==> src/rtl/decoder_scan_nto2n_pkg.sv <==
// rtl/decoder_scan_nto2n_pkg.sv - shared state, mode and counter definitions for the scanning decoder
package decoder_scan_nto2n_pkg;

    typedef enum logic [1:0] {
        ST_IDLE   = 2'd0,
        ST_DIRECT = 2'd1,
        ST_SCAN   = 2'd2
    } state_t;

    localparam logic MODE_DIRECT = 1'b0;
    localparam logic MODE_SCAN   = 1'b1;

    localparam int CNT_W = 16;

endpackage

==> src/rtl/onehot_decode_n.sv <==
// rtl/onehot_decode_n.sv - combinational n-to-2^n one-hot decoder with enable
module onehot_decode_n #(
    parameter int SEL_W = 2
) (
    input  logic                  en,
    input  logic [SEL_W-1:0]      sel,
    output logic [2**SEL_W-1:0]   o
);

    always_comb begin
        o = '0;
        if (en) begin
            o[sel] = 1'b1;
        end
    end

endmodule

==> src/rtl/decoder_scan_nto2n.sv <==
// rtl/decoder_scan_nto2n.sv - registered one-hot decoder with direct select and auto-scan modes
module decoder_scan_nto2n
    import decoder_scan_nto2n_pkg::*;
#(
    parameter int SEL_W  = 2,
    parameter int PERIOD = 4,
    localparam int OUT_W = 2**SEL_W
) (
    input  logic             clk,
    input  logic             rst,
    input  logic             En,
    input  logic             mode,
    input  logic             sel_valid,
    input  logic [SEL_W-1:0] sel,
    output logic             sel_ready,
    output logic [OUT_W-1:0] o,
    output logic [SEL_W-1:0] cur_sel,
    output logic             wrap
);

    localparam logic [CNT_W-1:0] LAST = CNT_W'(PERIOD - 1);

    state_t             state;
    state_t             state_nxt;
    logic [CNT_W-1:0]   cnt;
    logic [CNT_W-1:0]   cnt_nxt;
    logic [SEL_W-1:0]   sel_nxt;
    logic [OUT_W-1:0]   o_nxt;
    logic               transfer;
    logic               scanning;
    logic               advance;

    always_comb begin
        state_nxt = ST_IDLE;
        if (En) begin
            state_nxt = (mode == MODE_SCAN) ? ST_SCAN : ST_DIRECT;
        end
    end

    assign sel_ready = En & (mode == MODE_DIRECT);
    assign transfer  = sel_valid & sel_ready;

    // The cycle of entry into SCAN only shows the held index; dwell counting starts after it.
    assign scanning  = (state == ST_SCAN) && (state_nxt == ST_SCAN);
    assign advance   = scanning && (cnt == LAST);

    always_comb begin
        sel_nxt = cur_sel;
        cnt_nxt = '0;
        if (transfer) begin
            sel_nxt = sel;
        end else if (advance) begin
            sel_nxt = cur_sel + 1'b1;
        end
        if (scanning && !advance) begin
            cnt_nxt = cnt + 1'b1;
        end
    end

    onehot_decode_n #(
        .SEL_W (SEL_W)
    ) u_dec (
        .en  (state_nxt != ST_IDLE),
        .sel (sel_nxt),
        .o   (o_nxt)
    );

    always_ff @(posedge clk or posedge rst) begin
        if (rst) begin
            state   <= ST_IDLE;
            cnt     <= '0;
            cur_sel <= '0;
            o       <= '0;
            wrap    <= 1'b0;
        end else begin
            state   <= state_nxt;
            cnt     <= cnt_nxt;
            cur_sel <= sel_nxt;
            o       <= o_nxt;
            wrap    <= advance && (&cur_sel);
        end
    end

endmodule

==> config.mk <==
export PLATFORM = sky130hd
export DESIGN_NAME = decoder_scan_nto2n
export DESIGN_NICKNAME = d
export VERILOG_FILES = /design/src/rtl/decoder_scan_nto2n_pkg.sv /design/src/rtl/onehot_decode_n.sv /design/src/rtl/decoder_scan_nto2n.sv
export SDC_FILE = /design/constraint.sdc
export NUM_CORES = 1
export LEC_CHECK = 0
export BUFFER_PORTS_ARGS = -buffer_cell sky130_fd_sc_hd__buf_2
export CELL_PAD_IN_SITES_DETAIL_PLACEMENT = 0
export CELL_PAD_IN_SITES_GLOBAL_PLACEMENT = 2
export CORE_MARGIN = 2
export CORE_UTILIZATION = 35
export DETAILED_ROUTE_END_ITERATION = 10
export GPL_TIMING_DRIVEN = 1
export PLACE_DENSITY = 0.78
export RECOVER_POWER = 100
export REMOVE_ABC_BUFFERS = 1
export SLEW_MARGIN = 20
export SYNTH_ARGS = -nofsm -noshare
export SYNTH_HDL_FRONTEND = slang
export SYNTH_SLANG_ARGS = --single-unit
export TNS_END_PERCENT = 5
==> constraint.sdc <==
create_clock -name clk -period 2.7 [get_ports clk]
set_clock_uncertainty 0.1 [all_clocks]
set_input_delay 0.27 -clock clk [delete_from_list [all_inputs] [get_ports clk]]
set_output_delay 0.27 -clock clk [all_outputs]
set_load 0.1 [all_outputs]
Yosys cells after proc, flatten, opt, wreduce, memory -nomap -nowiden --
Index checks and enable logic that the tools add are counted.
Storage, ports and cells: logic and storage cells 31, register bits after elaboration 25, output and inout port bits 8, input bits 7
Cells by class: add/sub/neg operators 2, bitwise logic cells 3, reduce and logical (&&, ||, !) cells 8, multiplexer cells 8, magnitude comparators 2, eq/ne operators 3
Operators by type and width (count):
- adder 16 x 1 -> 16 bit, second input constant | 1
- == test 16 x 2 -> 1 bit, second input constant | 1
- two-way mux 16 bit | 1
- two-way mux 2 bit | 4
- logical AND 1 bit | 5
- == test 2 bit, second input constant | 2
- two-way mux 4 bit | 1
- < comparator 2 x 3 -> 1 bit, second input constant | 1
- adder 2 x 1 -> 2 bit, second input constant | 1
- bitwise AND 1 bit | 2
- demux 1 bit (select 2 bit) | 1
- greater-or-equal comparator 2 x 1 -> 1 bit, second input constant | 1
- AND reduction 2 bit | 1
- nonzero test 2 bit | 1
- logical NOT 1 bit | 1
- two-way mux 1 bit | 1
- NOT 1 bit | 1

Logic depth before layout (Yosys ltp) --
Gate-level depths: netlist of run 1.
word-level depth 12, gate-level depth with buffers 6, mapped depth without buffers 6

Cells and area by module --
Synthesis of run 1 repeated with hierarchy kept, for this count alone.
Second synthesis, totals: cells, all modules 115, area, all modules 1204.9 um^2
Modules (own cells, without submodules):
- decoder_scan_nto2n | seq. area each 625.6 um^2, area each 1167.4 um^2, cells each 111, instances 1
- onehot_decode_n | seq. area each 0.0 um^2, area each 37.5 um^2, cells each 4, instances 1

Worst setup path before layout of run 1 --
No wires, ideal clock.
path kind input to register, start point in mode, end point reg o[2], arrival time 2659 ps, cell stages on the path 5, required time 2478 ps, path buffers 0, library setup time 122 ps, slack -181 ps, cell sequence nor2b_1 nand2_1 nor2_1 a31oi_4 a2111oi_1
On the way: longest elaborated chain between the ends 12, elaborated cells on any way between the ends 17
Ends and longest elaborated chain:
- start: declaration | line decoder_scan_nto2n.sv:12 | input logic mode,
- two-way mux 2 bit | line decoder_scan_nto2n.sv:36 | state_nxt = (mode == MODE_SCAN) ? ST_SCAN : ST_DIRECT;
- two-way mux 2 bit | line decoder_scan_nto2n.sv:35 | if (En) begin
- == test 2 bit | line decoder_scan_nto2n.sv:44 | assign scanning = (state == ST_SCAN) && (state_nxt == ST_SCAN);
- logical AND 1 bit | line decoder_scan_nto2n.sv:44
- logical AND 1 bit | line decoder_scan_nto2n.sv:45 | assign advance = scanning && (cnt == LAST);
- two-way mux 2 bit | line decoder_scan_nto2n.sv:52 | end else if (advance) begin
- two-way mux 2 bit (*) | line decoder_scan_nto2n.sv:50 | if (transfer) begin
- via sel_nxt[0] | line decoder_scan_nto2n.sv:27 | logic [SEL_W-1:0] sel_nxt;
- < comparator 2 x 3 -> 1 bit (not written as such) or greater-or-equal comparator 2 x 1 -> 1 bit (tied branches) | line onehot_decode_n.sv:13 | o[sel] = 1'b1;
- logical AND 1 bit (not written as such) | line onehot_decode_n.sv:13
- two-way mux 1 bit (not written as such) | line onehot_decode_n.sv:13
- demux 1 bit (select 2 bit) (*)
- two-way mux 4 bit (*) | line onehot_decode_n.sv:12 | if (en) begin
- via o_nxt[2] | line decoder_scan_nto2n.sv:28 | logic [OUT_W-1:0] o_nxt;
- end signal: assignment | line decoder_scan_nto2n.sv:79 | o <= o_nxt;
- end: declaration | line decoder_scan_nto2n.sv:16 | output logic [OUT_W-1:0] o,
The timed path passes the listed nets; every way through them passes the cells marked *.

Worst setup path in the final report of run 1 --
start point reg cnt[0], end point reg o[1]
On the way: longest elaborated chain between the ends 9, elaborated cells on any way between the ends 10
Ends and longest elaborated chain:
- start: declaration | line decoder_scan_nto2n.sv:25 | logic [CNT_W-1:0] cnt;
- start signal: assignment | line decoder_scan_nto2n.sv:77 | cnt <= cnt_nxt;
- == test 16 x 2 -> 1 bit (*) | line decoder_scan_nto2n.sv:45
- logical AND 1 bit (*) | line decoder_scan_nto2n.sv:45
- two-way mux 2 bit (*) | line decoder_scan_nto2n.sv:52
- two-way mux 2 bit (*) | line decoder_scan_nto2n.sv:50
- via sel_nxt[0] | line decoder_scan_nto2n.sv:27
- < comparator 2 x 3 -> 1 bit (not written as such) or greater-or-equal comparator 2 x 1 -> 1 bit (tied branches) | line onehot_decode_n.sv:13
- logical AND 1 bit (not written as such) | line onehot_decode_n.sv:13
- two-way mux 1 bit (not written as such) | line onehot_decode_n.sv:13
- demux 1 bit (select 2 bit) (*)
- two-way mux 4 bit (*) | line onehot_decode_n.sv:12
- via o_nxt[1] | line decoder_scan_nto2n.sv:28
Marks and branches as above.

==> results.rst, run 1 <==
.. list-table::
   :header-rows: 1

   * - Metric
     - Value
   * - Commonest non-fill, non-tap cells in the layout
     - sky130_fd_sc_hd__dfrtp_1 (25), sky130_fd_sc_hd__nor2_1 (19), sky130_fd_sc_hd__nand2_1 (9), sky130_fd_sc_hd__xor2_1 (9), sky130_fd_sc_hd__clkbuf_1 (9)
   * - Router iterations before antenna repair
     - 4
   * - CTS max path bufs
     - 2
   * - Yosys warning total
     - 0
   * - Via count of the first global-routing pass
     - around 800
   * - Antenna cell count
     - 0
   * - Count of buffers inserted at the top-level ports
     - 14
   * - Final ANT Viol Nets
     - 0
   * - Clock transition at the register clock pins on the worst setup and hold paths after CTS
     - between 0.1 and 0.15 ns
   * - Power density over cell area
     - roughly 560 nW/µm²
   * - Number of maximum-capacitance violations
     - 0
   * - Tightest Hold Check Type
     - in -> async
   * - R2R setup slack
     - 0.45 ns
   * - Global Route Usage Sum
     - 13.7%
   * - Tightest Pin Transition
     - 1.19 ns
   * - Post-route clock period utilization
     - 83.4%
   * - Placed wire-length estimate after detailed placement
     - 1.56 mm
   * - Area enclosed by the die boundary
     - 3730 µm²
   * - Area of the mapped netlist
     - roughly 1100 µm²
   * - Iteration-0 DRC count of the detailed router
     - 20
   * - Area of the core
     - 3080 µm²
   * - F_max
     - 444 MHz
   * - Peak per-stage delay on the critical path
     - 0.44 ns
   * - Hold WS
     - slightly above 0.03 ns
   * - I/O pin count
     - 15
   * - Worst VDD drop
     - 0.373 mV
   * - Area added between synthesis and finish
     - 10.7%
   * - Net total in the final layout
     - 135
   * - Postcts setup bufs
     - 0
   * - CTS sink count
     - 25
   * - Effective utilization at floorplan
     - 37.0%
   * - Number of cell instances on the worst register-to-register path
     - 6
   * - Final GP Congestion
     - 0.696
   * - Latest clock arrival within the worst-skew pair
     - 0.31 ns
   * - Max H-tree Level
     - 1
   * - Per-instance average area after synthesis
     - 10.5 µm²
   * - Reg area
     - 626 µm²
   * - Buf+Inv Stages, Crit Path
     - 0
   * - Clock root cell
     - sky130_fd_sc_hd__clkbuf_4
   * - Post-CTS resize count
     - 0
   * - Worst-case headroom to the max-slew limit
     - 21.3%
   * - Wire length of the first global-routing pass
     - 3.69 mm
   * - Multi-input gate area in the final layout
     - 478 µm²
   * - Per-cell via count in the routed design
     - 4.82
   * - Max Transition Viols Final
     - 0
   * - Leading cell type in the layout, fill and taps excluded
     - sky130_fd_sc_hd__dfrtp_1
   * - Leak pwr
     - 0.517 nW
   * - Outcome
     - finished clean
   * - Leading area contributor after synthesis
     - sky130_fd_sc_hd__dfrtp_1
   * - Share of synthesized area occupied by flip-flops and latches
     - 54.9%
   * - Total wirelength of the detailed-routed design
     - 2.08 mm
   * - Final-report setup violation count
     - 0
   * - Family with the most delay on the worst path
     - simple AND/OR/NAND/NOR gates
   * - Req. time, crit path
     - 2.84 ns
   * - Fill count
     - 316
   * - TritonCTS clock tree
     - done
   * - Vias after detailed routing
     - slightly above 800
   * - RSZ-0062 raised after global routing
     - no
   * - Routed length per placed instance
     - approximately 12 µm
   * - Final hold violation count
     - 0
   * - Minimum clock period
     - 2.25 ns
   * - Quantity of hold-fixing buffers added after cts
     - 0
   * - Final routed DRC violation total
     - 0
   * - Critical path, cell by cell
     - ha_1 -> nor4b_1 -> nand4_1 -> or3_1 -> a31oi_4 -> nor3b_1
   * - Synth top area share
     - 54.9%
   * - Slowest CP cell
     - sky130_fd_sc_hd__or3_1
   * - Vertical die dimension
     - between 60 and 70 µm
   * - Post-route core utilization
     - a little over 40%
   * - Inserted Clock Buffers
     - 3
   * - Flip-flop and latch count after synthesis
     - 25
   * - Number of rows created at floorplan
     - 20
   * - Endpoint type of the worst setup path
     - register
   * - Number of stages on the worst setup path
     - 6
   * - Global-route congestion overflow total
     - 0
   * - Crit Path Category
     - reg -> reg
   * - Maximum fanout along the worst path
     - 7
   * - Category of the worst setup path launch point
     - register
   * - Pin count of the biggest net entering global routing
     - 26
   * - Count of distinct cell types in the synthesized netlist
     - 27
   * - Number of antenna violations at the first check in global routing
     - 0
   * - Data arrival at the endpoint of the critical path
     - 2.40 ns
   * - Share of cells above drive strength 1
     - under 10%
   * - Width of the chip
     - 61.0 µm
   * - Leading post-synthesis cells by cell area
     - sky130_fd_sc_hd__dfrtp_1 (55%), sky130_fd_sc_hd__xor2_1 (6.9%), sky130_fd_sc_hd__nor2_1 (6.3%)
   * - Syn Inst Count
     - 108
-- logic make-up (layout without fill, tap and decap cells) --
group	Yosys count	after routing	share of synthesized area, %
compound gates	6	6	4.72
xor+xnor	14	14	10.8
fa+ha+maj	2	2	2.20
buf+inv	5	22	1.65
flops	25	25	54.9
simple gates	56	56	25.7
-- power breakdown --
group / total [mW] / internal (mW) / switching [mW]
sequential: 0.395 / 0.387 / 0.00762
combinational: 0.139 / 0.0205 / 0.118
clock: 0.167 / 0.0554 / 0.111
total: 0.700 / 0.463 / 0.237
-- layer usage --
layer | vias up | part of all wire (%) | wire (µm) | global-route usage (%)
met5 | - | 0 | 0 | 0
met4 | 0 | 0.72 | 15 | 5.59
met3 | 2 | 5.3 | 111 | 2.94
met2 | 21 | 45 | 941 | 21.6
met1 | 382 | 49 | 1010 | 18.5
li1 | 409 | - | - | -
-- Yosys cell counts (all sizes together) --
| cell type | count |
|---|---|
| and3 | 3 |
| ha | 2 |
| nor3 | 5 |
| xor2 | 9 |
| o21ai | 2 |
| nand3b | 1 |
| nor2 | 19 |
| or3 | 1 |
| a2111oi | 1 |
| a21oi | 1 |
| nor2b | 1 |
| nand2 | 9 |
| inv | 4 |
| clkbuf | 1 |
| nand4 | 3 |
| dfrtp | 25 |
| nand3 | 6 |
| and2 | 1 |
| nor4 | 4 |
| a31oi | 1 |
| and4b | 1 |
| o21a | 1 |
| nor3b | 1 |
| nor4b | 1 |
| xnor2 | 5 |
-- worst reg2reg max path, stage by stage, from the launching register on --
cell and delay [ns]:
sky130_fd_sc_hd__dfrtp_1 0.41, sky130_fd_sc_hd__ha_1 0.24, sky130_fd_sc_hd__nor4b_1 0.27, sky130_fd_sc_hd__nand4_1 0.29
sky130_fd_sc_hd__or3_1 0.44, sky130_fd_sc_hd__a31oi_4 0.25, sky130_fd_sc_hd__nor3b_1 0.19
-- path summary, 6_finish.rpt --
path | from | endpoint
max | cnt[0] | o[1]
min | rst | cnt[13]
max reg2reg | cnt[0] | o[1]
min reg2reg | cnt[0] | cnt[0]
max in group asynchronous | rst | cnt[6]
min in group clk | mode | state[0]
-- state kept, by name, indices dropped and copies added, names as in the netlist --
signal   cells
wrap         1
state        2
cnt         16
o            4
cur_sel      2
-- metrics by stage --
stage               cell area, µm²  setup slack [ns]  power, mW  instances  setup TNS [ns]
finish                        1260             0.448      0.700        169               0
global route                  1260             0.141      0.739        169               0
CTS                           1290             0.519      0.719        169               0
detailed placement            1260             0.551      0.547        165               0
global placement              1260             0.624      0.547        165               0
floorplan                     1130            -0.181      0.519        107          -0.564
-- cell type report --
| cell class | instances | area share (%) |
|---|---|---|
| clock buffer | 3 | 1.79 |
| multi-input combinational | 78 | 37.9 |
| inverter | 4 | 1.19 |
| tap | 44 | 4.37 |
| sequential | 25 | 49.7 |
| clock inverter | 1 | 0.397 |
| timing repair buffer | 14 | 4.67 |
(Power assumes the default switching activity.)
==> run 2: changes to the inputs <==
Settings changed: CORE_UTILIZATION 35 to 32, PLACE_DENSITY 0.78 to 0.76.
Clock period 2.7 ns to 1.95 ns, I/O delays scaled along.
==> run 2 against run 1 <==
Effect of this change:
- the flow now finishes with violations (setup timing)
- final cell count is 12% higher
- sequential power increased by 38%
- hold slack improved by 0.023 ns
- final area grew 17%
- via count rose by 5.9%
- combinational power rose by 53%
- register-to-register slack got worse by 0.50 ns
- worst setup slack worse by 0.50 ns
- fmax up 12%
- critical path depth did not move
- core utilization increased by 2.7 points
- global-route usage decreased by 1.2 points
- critical path type unchanged
- critical endpoint unchanged
- largest cell class unchanged
==> results.rst, run 2 (same netlist as run 1, synthesis figures left out) <==
.. list-table::
   :header-rows: 1

   * - Metric
     - Value
   * - Leak pwr
     - 0.648 nW
   * - Req. time, crit path
     - 2.11 ns
   * - Width of the chip
     - 63.7 µm
   * - Family with the most delay on the worst path
     - simple AND/OR/NAND/NOR gates
   * - Register with the most flip-flops
     - cnt
   * - Iteration-0 DRC count of the detailed router
     - 29
   * - F_max
     - 499 MHz
   * - Worst VDD drop
     - 0.546 mV
   * - Routed length per placed instance
     - between 10 and 15 µm
   * - Power density over cell area
     - ~680 nW/µm²
   * - Global Route Usage Sum
     - 12.5%
   * - Global-route congestion overflow total
     - 0
   * - Latest clock arrival within the worst-skew pair
     - 0.32 ns
   * - Count of buffers inserted at the top-level ports
     - 14
   * - I/O pin count
     - 15
   * - CTS max path bufs
     - 2
   * - Vertical die dimension
     - 63.7 µm
   * - Top Registers
     - cnt: 16 flops, o: 4 flops
   * - Final GP Congestion
     - 0.712
   * - Tightest Pin Transition
     - 0.628 ns
   * - Area enclosed by the die boundary
     - 4050 µm²
   * - Buf+Inv Stages, Crit Path
     - 0
   * - Last element of the critical path
     - o[1]
   * - Wire length of the first global-routing pass
     - 3.96 mm
   * - Placed wire-length estimate after detailed placement
     - approximately 1.7 mm
   * - Worst setup path startpoint
     - cnt[0]
   * - Final ANT Viol Nets
     - 0
   * - Max H-tree Level
     - 1
   * - Total wirelength of the detailed-routed design
     - 2.27 mm
   * - Vias after detailed routing
     - ~860
   * - Number of antenna violations at the first check in global routing
     - 0
   * - Number of flip-flops in the largest register
     - 16
   * - Area added between synthesis and finish
     - 29.8%
   * - Final routed DRC violation total
     - 0
   * - Fill count
     - 334
   * - Count of non-filler cells in the finished layout
     - 190
   * - Final hold violation count
     - 0
   * - Max Transition Viols Final
     - 0
   * - Number of maximum-capacitance violations
     - 0
   * - Share of cells above drive strength 1
     - between 20% and 30%
   * - Router iterations before antenna repair
     - 4
   * - Reg area
     - 626 µm²
   * - Data arrival at the endpoint of the critical path
     - 2.17 ns
   * - Worst-case headroom to the max-slew limit
     - 58.1%
   * - Inserted Clock Buffers
     - 3
   * - Leading cell type in the layout, fill and taps excluded
     - sky130_fd_sc_hd__dfrtp_1
   * - Commonest non-fill, non-tap cells in the layout
     - sky130_fd_sc_hd__dfrtp_1 (25), sky130_fd_sc_hd__nor2_1 (19), sky130_fd_sc_hd__buf_4 (15)
   * - Critical path, cell by cell
     - ha_2 -> nor4b_4 -> nand4_1 -> or3_4 -> a31oi_4 -> nor3b_2
   * - Hold WS
     - 0.0533 ns
   * - Pin count of the biggest net entering global routing
     - 26
   * - R2R setup slack
     - -0.05 ns
   * - Effective utilization at floorplan
     - 33.6%
   * - Peak per-stage delay on the critical path
     - 0.44 ns
   * - Area of the core
     - 3390 µm²
   * - RSZ-0062 raised after global routing
     - yes
   * - Minimum setup slack in the final design
     - -0.0543 ns
   * - Cell count after placement
     - between 150 and 200
   * - Multi-input gate area in the final layout
     - 522 µm²
   * - Number of rows created at floorplan
     - 21
   * - Failing checks
     - setup timing
   * - Endpoint type of the worst setup path
     - register
   * - Beginning of the worst register-to-register path
     - cnt[0]
   * - Per-cell via count in the routed design
     - approximately 4.5
   * - Via count of the first global-routing pass
     - roughly 880
   * - Slowest CP cell
     - sky130_fd_sc_hd__or3_4
   * - CTS sink count
     - 25
   * - Number of stages on the worst setup path
     - 6
   * - Category of the worst setup path launch point
     - register
   * - Clock transition at the register clock pins on the worst setup and hold paths after CTS
     - 0.15 ns
   * - Number of cell instances on the worst register-to-register path
     - 6
   * - Antenna cell count
     - 0
   * - Outcome
     - complete, but fails checks
   * - TritonCTS clock tree
     - done
   * - Clock root cell
     - sky130_fd_sc_hd__clkbuf_4
   * - Minimum clock period
     - around 2 ns
   * - Total Negative Setup Slacks
     - -0.0864 ns
   * - Tightest Hold Check Type
     - in -> reg
   * - Maximum fanout along the worst path
     - 5
   * - Post-route clock period utilization
     - 103%
   * - Crit Path Category
     - reg -> reg
   * - Net total in the final layout
     - 154
   * - Worst r2r dst
     - o[1]
   * - Final-report setup violation count
     - 2
==> run 2: changes by cell type in the layout (fill, tap and decap cells not counted), moves of 2 or more <==
cell                            change
sky130_fd_sc_hd__clkbuf_1           -8
sky130_fd_sc_hd__nor4_2             +2
sky130_fd_sc_hd__dlygate4sd3_1      +2
sky130_fd_sc_hd__clkbuf_2           +7
sky130_fd_sc_hd__buf_2              +2
sky130_fd_sc_hd__buf_4             +15
sky130_fd_sc_hd__nor4_1             -2
==> run 2: how the worst min path moves through the flow <==
stage                     slack, ns       end  cells after the start  start
after floorplan                0.12    cnt[0]                      1    rst
after global placement         0.16   cnt[12]                      3    rst
after detailed placement       0.16   cnt[12]                      3    rst
after CTS                      0.04  state[1]                      2     En
after global routing           0.03      o[3]                      2     En
final                          0.05      o[3]                      2     En
==> run 2: layout make-up <==
type / count / share of cell area (%)
Tap cell: 46 / 3.89
Sequential cell: 25 / 42.3
Clock buffer: 3 / 1.52
Timing Repair Buffer: 33 / 15.3
Clock inverter: 1 / 0.593
Multi-Input combinational cell: 78 / 35.3
Inverter: 4 / 1.02
==> run 2: stage by stage <==
| step | util (%) | total power, mW | worst slack [ns] | cell area, µm² |
|---|---|---|---|---|
| after detailed placement | 40.5 | 0.762 | -0.0772 | 1370 |
| after CTS | 43.0 | 1.02 | -0.0232 | 1460 |
| after global routing | 43.6 | 1.06 | -0.188 | 1480 |
| after floorplan | - | 0.719 | -0.856 | 1130 |
| after global placement | 40.5 | 0.762 | -0.0342 | 1370 |
| final | 43.6 | 1.00 | -0.0543 | 1480 |
==> run 2: worst reg2reg max path, stage by stage (launching register included) <==
cell and delay, ns:
sky130_fd_sc_hd__dfrtp_1 0.39, sky130_fd_sc_hd__ha_2 0.19, sky130_fd_sc_hd__nor4b_4 0.20, sky130_fd_sc_hd__nand4_1 0.20, sky130_fd_sc_hd__or3_4 0.44, sky130_fd_sc_hd__a31oi_4 0.24, sky130_fd_sc_hd__nor3b_2 0.19
==> run 2: report_power, final <==
group          leakage, nW  internal [mW]  total, mW  switching, mW
sequential           0.339          0.536      0.546         0.0106
clock               0.0183         0.0833      0.243          0.160
combinational        0.291         0.0443      0.213          0.169
==> run 2: what timing repair did <==
action                     in CTS  in global routing
resized for setup               3                  3
hold buffers                    2                  0
pin swaps                       2                  3
hold endpoints to repair       26                  0
setup endpoints to repair       4                 16
buffers inserted                2                  2
==> run 2: routing by layer <==
| layer | vias to the layer above | share of wire [%] | global-route usage (%) | routed length [µm] |
|---|---|---|---|---|
| li1 | 441 | - | - | - |
| met1 | 411 | 51 | 17.0 | 1150 |
| met2 | 8 | 46 | 20.1 | 1050 |
| met3 | 2 | 2.6 | 3.21 | 58 |
| met4 | 0 | 0.79 | 2.45 | 18 |
| met5 | - | 0 | 0 | 0 |
==> run 3: changes to the inputs <==
Settings changed: ABC_AREA set to 1, CORE_UTILIZATION 32 to 30.
==> run 3 against run 2 <==
Effect of this change:
- the flow now finishes without violations
- final cell count rose by 23%
- sequential power about the same
- non-clock buffer count shrank 17
- die area increased by 23%
- synthesized cell count rose by 50%
- sequential share of layout area shrank 0.84 points
- clock power increased by 28%
- global-route usage is 0.44 points higher
- core utilization shrank 8.5 points
- critical path depth is 4 higher
- register-to-register slack gained 0.30 ns
- critical path type unchanged
- largest power group unchanged
- highest routed layer unchanged
==> results.rst, run 3 <==
.. list-table::
   :header-rows: 1

   * - Metric
     - Value
   * - Outcome
     - finished clean
   * - F_max
     - 588 MHz
   * - Inserted Clock Buffers
     - 3
   * - Final routed DRC violation total
     - 0
   * - Routed length per placed instance
     - approximately 12 µm
   * - Reg area
     - 626 µm²
   * - Most used routing layer
     - met2
   * - Per-cell via count in the routed design
     - 4.50
   * - Global-route track usage on met1
     - between 10% and 20%
   * - Crit Path Category
     - reg -> reg
   * - Final hold violation count
     - 0
   * - Fill count
     - 480
   * - Router iterations before antenna repair
     - 4
   * - Vias after detailed routing
     - about 1.0k
   * - Antenna cell count
     - 0
   * - Via count of the first global-routing pass
     - roughly 1.1k
   * - Clock transition at the register clock pins on the worst setup and hold paths after CTS
     - 0.09 ns
   * - Count of distinct cell types in the synthesized netlist
     - 24
   * - Leading area contributor after synthesis
     - sky130_fd_sc_hd__dfrtp_1
   * - FFs w/ async S/R, synth
     - 100%
   * - Area added between synthesis and finish
     - 13.6%
   * - Category of the worst setup path launch point
     - register
   * - Flip-flop and latch count after synthesis
     - 25
   * - Maximum fanout along the worst path
     - 4
   * - R2R setup slack
     - 0.25 ns
   * - Clock root cell
     - sky130_fd_sc_hd__clkbuf_8
   * - Area enclosed by the die boundary
     - 4970 µm²
   * - Tightest Pin Transition
     - 0.634 ns
   * - Leak pwr
     - 0.673 nW
   * - Final ANT Viol Nets
     - 0
   * - Post-synth top cells
     - sky130_fd_sc_hd__nor2_1 (32), sky130_fd_sc_hd__nand2_1 (27), sky130_fd_sc_hd__dfrtp_1 (25)
   * - Endpoint type of the worst setup path
     - register
   * - Width of the chip
     - 70.5 µm
   * - Power after layout
     - 1.07 mW
   * - Multi-input gate area in the final layout
     - 601 µm²
   * - CTS sink count
     - 25
   * - Post-route clock period utilization
     - between 80% and 90%
   * - Number of antenna violations at the first check in global routing
     - 0
   * - Wire length of the first global-routing pass
     - 5.12 mm
   * - Share of cells above drive strength 1
     - 20.4%
   * - Worst-case headroom to the max-slew limit
     - 57.7%
   * - CTS max path bufs
     - 2
   * - Net total in the final layout
     - 191
   * - Commonest non-fill, non-tap cells in the layout
     - sky130_fd_sc_hd__nor2_1 (32), sky130_fd_sc_hd__nand2_1 (29), sky130_fd_sc_hd__dfrtp_1 (25)
   * - Count of non-filler cells in the finished layout
     - 233
   * - Most frequently used flop master after synthesis
     - sky130_fd_sc_hd__dfrtp_1
   * - Postcts setup bufs
     - 0
   * - Most repeated cell in the gate-level netlist after synthesis
     - sky130_fd_sc_hd__nor2_1
   * - Global-route congestion overflow total
     - 0
   * - Power density over cell area
     - 711 nW/µm²
   * - Area of the mapped netlist
     - roughly 1300 µm²
   * - Placed wire-length estimate after detailed placement
     - 2.08 mm
   * - Req. time, crit path
     - 2.01 ns
   * - Met3 track utilization from global routing
     - between 2 and 2.5%
   * - Final-report setup violation count
     - 0
   * - Number of maximum-capacitance violations
     - 0
   * - Total cell area at the placement stage
     - between 1000 and 1500 µm²
   * - Latest clock arrival within the worst-skew pair
     - 0.27 ns
   * - Share of synthesized area occupied by flip-flops and latches
     - 47.1%
   * - Tightest Hold Check Type
     - in -> reg
   * - Vertical die dimension
     - 70.5 µm
   * - Top Registers
     - cnt: 16 flops, o: 4 flops
   * - Max H-tree Level
     - 1
   * - Iteration-0 DRC count of the detailed router
     - 25
   * - Number of flip-flops in the largest register
     - 16
   * - Area of the core
     - ~4300 µm²
   * - I/O pin count
     - 15
   * - Cell count after placement
     - 228
   * - Global Route Usage Sum
     - between 10 and 15%
   * - RSZ-0062 raised after global routing
     - no
   * - Worst VDD drop
     - 0.314 mV
   * - Register with the most flip-flops
     - cnt
   * - Minimum clock period
     - 1.70 ns
   * - Leading post-synthesis cells by cell area
     - sky130_fd_sc_hd__dfrtp_1 (47%), sky130_fd_sc_hd__nor2_1 (9.0%), sky130_fd_sc_hd__nand2_1 (7.6%)
   * - Synth top area share
     - between 40% and 50%
   * - Final GP Congestion
     - 0.763
   * - Per-instance average area after synthesis
     - 8.19 µm²
   * - Met2 Use GR
     - 21.0%
   * - Data arrival at the endpoint of the critical path
     - 1.77 ns
   * - Max Transition Viols Final
     - 0
   * - TritonCTS clock tree
     - done
   * - Leading cell type in the layout, fill and taps excluded
     - sky130_fd_sc_hd__nor2_1
   * - Total wirelength of the detailed-routed design
     - 2.73 mm
   * - Effective utilization at floorplan
     - approximately 31%
   * - Number of rows created at floorplan
     - 24
   * - Number of enable-type register cells in the synthesized netlist
     - 0
   * - Count of buffers inserted at the top-level ports
     - 14
   * - Final instance area
     - 1510 µm²
   * - Syn Inst Count
     - 162
   * - Pin count of the biggest net entering global routing
     - 26
   * - Yosys warning total
     - 0
==> run 3: changes by cell type after synthesis, moves of 6 or more <==
cell	change
sky130_fd_sc_hd__nand2_2	+6
sky130_fd_sc_hd__inv_1	+16
sky130_fd_sc_hd__nor2_1	+13
sky130_fd_sc_hd__xor2_1	-6
sky130_fd_sc_hd__a21oi_1	+7
sky130_fd_sc_hd__nand2_1	+18
==> run 3: path summary, 6_finish.rpt <==
check	startpoint	end	cells after the start
worst max-delay path	cnt[0]	o[0]	10
worst min-delay path	mode	state[0]	2
worst max register to register	cnt[0]	o[0]	10
worst min register to register	cnt[0]	cnt[0]	1
max in group asynchronous	rst	cnt[13]	4
min in group asynchronous	rst	o[3]	4
==> run 3: routing by layer <==
layer / vias to the layer above / part of all wire (%)
li1: 545 / -
met1: 483 / 47
met2: 16 / 48
met3: 4 / 3.3
met4: 0 / 1.2
met5: - / 0
==> run 3: through the flow <==
stage               utilization (%)  worst slack [ns]  setup TNS (ns)  hold WS, ns
floorplan                         -            -0.644           -3.45        0.122
global placement               34.0             0.265               0        0.165
detailed placement             34.0             0.185               0        0.172
CTS                            35.3             0.169               0       0.0421
global route                   35.1            0.0567               0       0.0420
finish                         35.1             0.248               0       0.0353
==> run 3: layout make-up <==
class                   count  share of cell area (%)
multi-input cells         113                    39.8
well taps                  52                    4.32
flip-flops and latches     25                    41.5
repair buffers             16                    5.56
inverters                  23                    5.73
clock buffers               3                    2.74
clock inverters             1                   0.332
==> run 3: what timing repair did <==
| item | in CTS | in global routing |
|---|---|---|
| endpoints found under the setup margin | 0 | 1 |
| endpoints found under the hold margin | 25 | 0 |
| hold buffers | 1 | 0 |
| resized for setup | 0 | 1 |
==> run 3: logic make-up after synthesis <==
logic type	share of synthesized area [%]
XOR/XNOR	2.64
AO/OA/AOI/OAI	5.66
adder cells (fa/ha/maj)	1.88
flip-flops	47.1
buffers and inverters	7.35
AND/OR/NAND/NOR	35.3
==> run 3: worst max-delay path: stages (launching register included) <==
cell and delay, ns:
sky130_fd_sc_hd__dfrtp_1 0.39, sky130_fd_sc_hd__ha_1 0.20, sky130_fd_sc_hd__inv_1 0.07, sky130_fd_sc_hd__nor2_2 0.12, sky130_fd_sc_hd__nand2_1 0.10, sky130_fd_sc_hd__nor2_4 0.13, sky130_fd_sc_hd__nand3_2 0.11, sky130_fd_sc_hd__nand2_2 0.08
sky130_fd_sc_hd__nand2_2 0.05, sky130_fd_sc_hd__a21oi_2 0.17, sky130_fd_sc_hd__nor2_1 0.07
==> run 3: where the power goes <==
group	leakage (nW)	switching [mW]	internal [mW]	total, mW
clock network	0.0255	0.168	0.143	0.311
logic	0.308	0.177	0.0375	0.215
registers	0.340	0.0113	0.535	0.547
